==> config.mk <==
export PLATFORM = sky130hd
export DESIGN_NAME = verificar_senha
export DESIGN_NICKNAME = d
export VERILOG_FILES = /design/src/rtl/verificar_senha_pkg.sv /design/src/rtl/verificar_senha_pin_match.sv /design/src/rtl/verificar_senha.sv
export SDC_FILE = /design/constraint.sdc
export NUM_CORES = 1
export LEC_CHECK = 0
export CAP_MARGIN = 25
export CORE_MARGIN = 5
export CORE_UTILIZATION = 53
export DETAILED_ROUTE_END_ITERATION = 6
export PLACE_DENSITY = 0.81
export SYNTH_ARGS = -nofsm -noshare
export SYNTH_HDL_FRONTEND = slang
export SYNTH_SLANG_ARGS = --single-unit
==> constraint.sdc <==
create_clock -name clk -period 2.6 [get_ports clk]
set_input_delay 0.39 -clock clk [delete_from_list [all_inputs] [get_ports clk]]
set_output_delay 0.39 -clock clk [all_outputs]
set_load 0.005 [all_outputs]
==> src/rtl/verificar_senha_pkg.sv <==
// Shared types and constants for the PIN verifier: packed PIN/setup/BCD records
// and the verifier state encoding.
package verificar_senha_pkg;

    localparam logic [3:0] DIGIT_BLANK = 4'hE;
    localparam logic [3:0] BCD_DASH    = 4'hB;
    localparam logic [3:0] BCD_BLANK   = 4'hF;

    typedef struct packed {
        logic            status;
        logic [3:0][3:0] digit;
    } pinPac_t;

    typedef struct packed {
        logic [14:0] misc;
        pinPac_t     master_pin;
        pinPac_t     pin1;
        pinPac_t     pin2;
        pinPac_t     pin3;
        pinPac_t     pin4;
    } setupPac_t;

    typedef struct packed {
        logic [3:0] bcd5;
        logic [3:0] bcd4;
        logic [3:0] bcd3;
        logic [3:0] bcd2;
        logic [3:0] bcd1;
        logic [3:0] bcd0;
    } bcdPac_t;

    typedef enum logic [1:0] {
        ST_IDLE,
        ST_CHECK,
        ST_RESULT,
        ST_LOCKED
    } verif_state_t;

    function automatic logic has_blank(input logic [15:0] d);
        logic found;
        found = 1'b0;
        for (int i = 0; i < 4; i++) begin
            if (d[4*i +: 4] == DIGIT_BLANK) found = 1'b1;
        end
        return found;
    endfunction

endpackage

==> src/rtl/verificar_senha_pin_match.sv <==
// Combinational compare of one stored PIN slot against the entered digits.
// A blank digit on either side never matches; an inactive slot never matches.
module pin_match
    import verificar_senha_pkg::*;
(
    input  logic [16:0] slot,
    input  logic [15:0] digits,
    output logic        match
);

    pinPac_t slot_s;

    assign slot_s = slot;
    assign match  = slot_s.status
                 && (slot_s.digit == digits)
                 && !has_blank(digits)
                 && !has_blank(slot_s.digit);

endmodule

==> src/rtl/verificar_senha.sv <==
// PIN verifier: compares a completed entry against master/user PINs, pulses
// grant/deny, and enforces a timed lockout. Optional BCD lockout display: VERIF_LOCK_BCD_EN.
//
// state     | meaning
// ST_IDLE   | waiting for a rising edge of pin_in status
// ST_CHECK  | comparing registered entry against registered setup slots
// ST_RESULT | one-cycle grant/deny pulse, fail counter update
// ST_LOCKED | lockout countdown, entries are rejected
module verificar_senha
    import verificar_senha_pkg::*;
#(
    parameter int MAX_TRIES   = 3,
    parameter int LOCK_S      = 30,
    parameter int TICKS_PER_S = 50_000_000
)
(
    input  logic        clk,
    input  logic        rst,
    input  logic [16:0] pin_in,
    input  logic [99:0] setup_in,
    output logic        pin_ok,
    output logic        pin_master,
    output logic        pin_fail,
    output logic        pin_rejected,
    output logic        locked,
    output logic [2:0]  fail_count,
    output logic [6:0]  lock_remain
`ifdef VERIF_LOCK_BCD_EN
    ,
    output logic [23:0] bcd_out
`endif
);

    localparam int              PRESC_W   = (TICKS_PER_S > 1) ? $clog2(TICKS_PER_S) : 1;
    localparam logic [PRESC_W-1:0] PRESC_TC = PRESC_W'(TICKS_PER_S - 1);
    localparam logic [2:0]      MAX_FC    = 3'(MAX_TRIES);
    localparam logic [6:0]      LOCK_INIT = 7'(LOCK_S);

    pinPac_t      pin_s;
    setupPac_t    setup_s;
    verif_state_t state, state_nxt;

    logic               status_q;
    logic               status_edge;
    logic [15:0]        digits_q;
    logic [4:0][16:0]   slot_q;
    logic [4:0]         slot_hit;
    logic               hit_master_q;
    logic               hit_user_q;
    logic               rej_q;
    logic [2:0]         fail_nxt;
    logic [PRESC_W-1:0] presc;
    logic               unused_setup_misc;

    assign pin_s             = pin_in;
    assign setup_s           = setup_in;
    assign status_edge       = pin_s.status & ~status_q;
    assign pin_rejected      = rej_q;
    assign unused_setup_misc = ^setup_s.misc;

    // slot 0 is the master PIN, slots 1..4 are the user PINs
    for (genvar g = 0; g < 5; g++) begin : g_match
        pin_match u_pin_match (
            .slot   (slot_q[g]),
            .digits (digits_q),
            .match  (slot_hit[g])
        );
    end

    always_ff @(posedge clk or negedge rst) begin
        if (!rst) state <= ST_IDLE;
        else      state <= state_nxt;
    end

    always_comb begin
        state_nxt  = state;
        pin_ok     = 1'b0;
        pin_master = 1'b0;
        pin_fail   = 1'b0;
        fail_nxt   = fail_count;
        case (state)
            ST_IDLE: begin
                if (status_edge) state_nxt = ST_CHECK;
            end
            ST_CHECK: begin
                state_nxt = ST_RESULT;
            end
            ST_RESULT: begin
                if (hit_master_q || hit_user_q) begin
                    pin_ok     = 1'b1;
                    pin_master = hit_master_q;
                    fail_nxt   = 3'd0;
                    state_nxt  = ST_IDLE;
                end else begin
                    pin_fail = 1'b1;
                    if (fail_count < MAX_FC) fail_nxt = fail_count + 3'd1;
                    state_nxt = (fail_nxt == MAX_FC) ? ST_LOCKED : ST_IDLE;
                end
            end
            ST_LOCKED: begin
                if (presc == PRESC_TC && lock_remain == 7'd1) state_nxt = ST_IDLE;
            end
            default: state_nxt = ST_IDLE;
        endcase
    end

    always_ff @(posedge clk or negedge rst) begin
        if (!rst) begin
            status_q     <= 1'b0;
            digits_q     <= '0;
            slot_q       <= '0;
            hit_master_q <= 1'b0;
            hit_user_q   <= 1'b0;
            rej_q        <= 1'b0;
            fail_count   <= 3'd0;
            locked       <= 1'b0;
            lock_remain  <= 7'd0;
            presc        <= '0;
        end else begin
            status_q <= pin_s.status;
            rej_q    <= (state == ST_LOCKED) && status_edge;

            if (state == ST_IDLE && status_edge) begin
                digits_q  <= pin_s.digit;
                slot_q[0] <= setup_s.master_pin;
                slot_q[1] <= setup_s.pin1;
                slot_q[2] <= setup_s.pin2;
                slot_q[3] <= setup_s.pin3;
                slot_q[4] <= setup_s.pin4;
            end

            if (state == ST_CHECK) begin
                hit_master_q <= slot_hit[0];
                hit_user_q   <= |slot_hit[4:1];
            end

            if (state == ST_RESULT) fail_count <= fail_nxt;

            if (state == ST_RESULT && state_nxt == ST_LOCKED) begin
                locked      <= 1'b1;
                lock_remain <= LOCK_INIT;
                presc       <= '0;
            end else if (state == ST_LOCKED) begin
                if (presc == PRESC_TC) begin
                    presc       <= '0;
                    lock_remain <= lock_remain - 7'd1;
                    if (lock_remain == 7'd1) locked <= 1'b0;
                end else begin
                    presc <= presc + PRESC_W'(1);
                end
            end
        end
    end

`ifdef VERIF_LOCK_BCD_EN
    bcdPac_t bcd_s;

    always_comb begin
        bcd_s = {6{BCD_BLANK}};
        if (locked) begin
            bcd_s.bcd5 = BCD_DASH;
            bcd_s.bcd4 = BCD_DASH;
            bcd_s.bcd3 = BCD_DASH;
            bcd_s.bcd2 = BCD_DASH;
            bcd_s.bcd1 = 4'(lock_remain / 7'd10);
            bcd_s.bcd0 = 4'(lock_remain % 7'd10);
        end
    end

    assign bcd_out = bcd_s;
`endif

endmodule

==> impl_metrics.toml <==
[synth]
synth_simple_gate_area_share_pct = 14.5
synth_sequential_area_ratio_pct = 50.3
synth.lib_cells_used.distinct = 56
synthDominantCellAreaShare_pct = 50.3
synth.area.mux_share_pct = 14.6
synth_area_um2 = 7170
synth-edff-count = 0
syn_inst_count = 646
syn-mean-instance-area_um2 = 11.1
synth-adder-area-share_pct = 0.698
synthXorXnorAreaFrac_pct = 10.3
synth_async_sr_flop_share_pct = 100
yosys-top-cells-area = "sky130_fd_sc_hd__dfrtp_1, sky130_fd_sc_hd__mux2_2, sky130_fd_sc_hd__xnor2_1"
synth-main-ff-cell = "sky130_fd_sc_hd__dfrtp_1"
synth.ff_latch_count = 144
synth_top_family_by_area = "multiplexers"
ys_warn_count = 0
synth_area_leader_cell = "sky130_fd_sc_hd__dfrtp_1"
postSynthNetCount = 769
synth_compound_area_share_pct = 7.07

[job]
drv.max_cap_violation_count = 0

[timing]
finalWorstPathRequiredPeriod_ns = 2.36
worst_pin_slew_ns = 0.724
report.final.setup_viol = 0
fin_skew_ns = 0.00827
rsz_0062_raised_after_global_routing = "false"
slew_viol_final = 0
fmaxAchievable_mhz = 424
slew_headroom_pct = 51.8
timing.final.crit_share_pct = 90.8
fin_tns_setup_ns = 0
number_of_hold_violations_in_the_final_report = 0

[setup_path]
cp.arrival_ns = 2.72
timing.critical_path.buf_inv = 0
worst-setup-path-type = "register to register"
cpMaxStageDelayCell = "sky130_fd_sc_hd__or4_1"
rrSetupSlack_ns = 0.24
critical_path.max_stage_delay_ns = 0.53
path_max_fanout = 13
timing.critical_path.cells = "ha_1 > a32o_1 > and3_1 > or2_1 > or4_1 > nand2_1"
critical_path.top_delay_family = "simple AND/OR/NAND/NOR gates"
worstSetupEndpointType = "register"
start_kind = "register"
required_ns = 2.96

[place]
portBuffers = 118
gpl.final_weighted_congestion = 0.923
dp_hpwl_mm = 13.0
numPlacedInstances = 915

[clock_network]
cts_root_buf = "sky130_fd_sc_hd__clkbuf_16"
post_cts_resized = 0
worst_skew_pair_later_pin_latency_ns = 0.43
clk_transition_reported_paths_ns = 0.06
cts.repair_timing.setup_buffer_count = 0
cts.sink_count = 144
clock_tree.buffer_depth = 2
cts.hold.buffers_added = 0
clock_tree_from_tritoncts = "built"
cts-buffers-inserted = 17
cts_max_level = 4

[drt]
drt_first_iter_violations = 347
route.detailed.vias_per_inst = 5.82
routedWlPerCell_um = 19.3
drt.antenna.violating_nets = 0
drc = 0
wire_length_reported_by_the_detailed_router_mm = 18.3
dr.pass1.iters = 5
routed-via-count = 5514

[die]
design.die.area_um2 = 16000
num_io_pins = 134
num_rows = 42
die_x_um = 126
core_region_area_um2 = 13200
die_h_um = 126
initial_core_util_pct = 54.1

[global_routing]
overflow = 0
antenna_found_initial = 0
grt.total_usage_pct = 23.4
wire_length_of_the_first_global_routing_pass_mm = 29.5
via_count_of_the_first_global_routing_pass = 5816
grt_start_max_net_pins = 112

[power_and_ir_drop]
leakagePower_uw = 0.00362
ir_drop_v = 0.000584
power_density_relative_to_cell_area_nw_per_um2 = 1080

[layout]
fin_cells = 947
post_route_cells_drive_above_1_share_pct = 18.5
nets = 881
antennaDiodeCount = 0
layout.filler_cells = 963
areaGrowthSynthToFinish_pct = 27.2
total_area_of_multi_input_combinational_cells_um2 = 3380
layout_commonest_cell = "sky130_fd_sc_hd__dfrtp_1"
layout_common_cells = "sky130_fd_sc_hd__dfrtp_1, sky130_fd_sc_hd__clkdlybuf4s50_1, sky130_fd_sc_hd__mux2_2"
layout.area.seq_um2 = 3600

[status]
status = "completed"

[min_path]
holdCritPathClass = "input pin to asynchronous set/reset pin"
-- metrics by stage --
| step | worst slack (ns) | power, uW | hold WS (ns) | area [um^2] | util [%] |
|---|---|---|---|---|---|
| after detailed placement | 0.288 | 7490 | 0.475 | 8550 | 64.6 |
| after global routing | 0.129 | 10400 | 0.0597 | 9120 | 68.8 |
| after floorplan | 0.453 | 6250 | 0.0944 | 7170 | - |
| final | 0.239 | 9850 | 0.0114 | 9120 | 68.8 |
| after CTS | 0.256 | 9860 | 0.0303 | 9120 | 68.8 |
| after global placement | 0.374 | 7280 | 0.462 | 8550 | 64.6 |
-- flip-flops by register name, summed over array words and instances, names as in the netlist --
register	flops
slot_q	85
presc	26
digits_q	16
lock_remain	7
fail_count	3
state	2
hit_master_q	1
hit_user_q	1
locked	1
pin_rejected	1
status_q	1
-- synth_stat cells, drive strengths merged, types with 2 or more instances --
library cell / instances
nand2b: 7
xor2: 25
o21ai: 37
and4: 2
a32o: 2
nor4: 17
nor4b: 3
o22ai: 2
nand4: 22
and2: 3
nand2: 49
nor4bb: 2
and3: 3
inv: 16
ha: 4
nand4b: 6
a21o: 3
nand3: 15
or4: 4
dfrtp: 144
a2111oi: 4
xnor2: 59
a21oi: 10
a31oi: 2
clkbuf: 32
a22oi: 3
or2: 3
nor2: 39
nor3: 7
buf: 2
or3: 4
mux2: 92
o211ai: 9
-- layout make-up --
class	instances	area share (%)
Clock buffer	21	4.94
Clock inverter	11	1.25
Inverter	16	0.659
Multi-Input combinational cell	452	37.1
Sequential cell	144	39.5
Tap cell	176	2.42
Timing Repair Buffer	127	14.1
-- worst paths after layout --
check                                    endpoint  cells past startpoint                       from
setup / recovery            presc[24]$_DFFE_PN0P_                      6  fail_count[0]$_DFFE_PN0P_
hold / removal              presc[20]$_DFFE_PN0P_                      1                        rst
setup reg to reg            presc[24]$_DFFE_PN0P_                      6  fail_count[0]$_DFFE_PN0P_
hold reg to reg                locked$_DFFE_PN0P_                      1         locked$_DFFE_PN0P_
max in group asynchronous  slot_q[41]$_DFFE_PN0P_                      2                        rst
min in group clk               status_q$_DFF_PN0_                      1                 pin_in[16]
-- cells by family (layout without fill, tap and decap cells) --
family | after synthesis | in the layout
AO/OA/AOI/OAI | 81 | 81
XOR/XNOR | 84 | 84
adder cells (fa/ha/maj) | 4 | 4
buffers and inverters | 50 | 175
flip-flops | 144 | 144
multiplexers | 93 | 93
AND/OR/NAND/NOR | 190 | 190
-- where the power goes --
group          internal, uW  total (uW)  switching [uW]
sequential             3140        4440            1300
combinational          1850        3060            1210
clock                  1430        2350             921
total                  6420        9850            3430
-- layer usage --
layer | vias to the layer above | track usage, % | routed length [um]
met5 | - | 0 | 0
met4 | 0 | 11.0 | 609
met3 | 48 | 5.04 | 1100
met2 | 219 | 40.0 | 9210
met1 | 2729 | 28.3 | 7410
li1 | 2518 | - | -
Power figures use the tool's default switching activity.
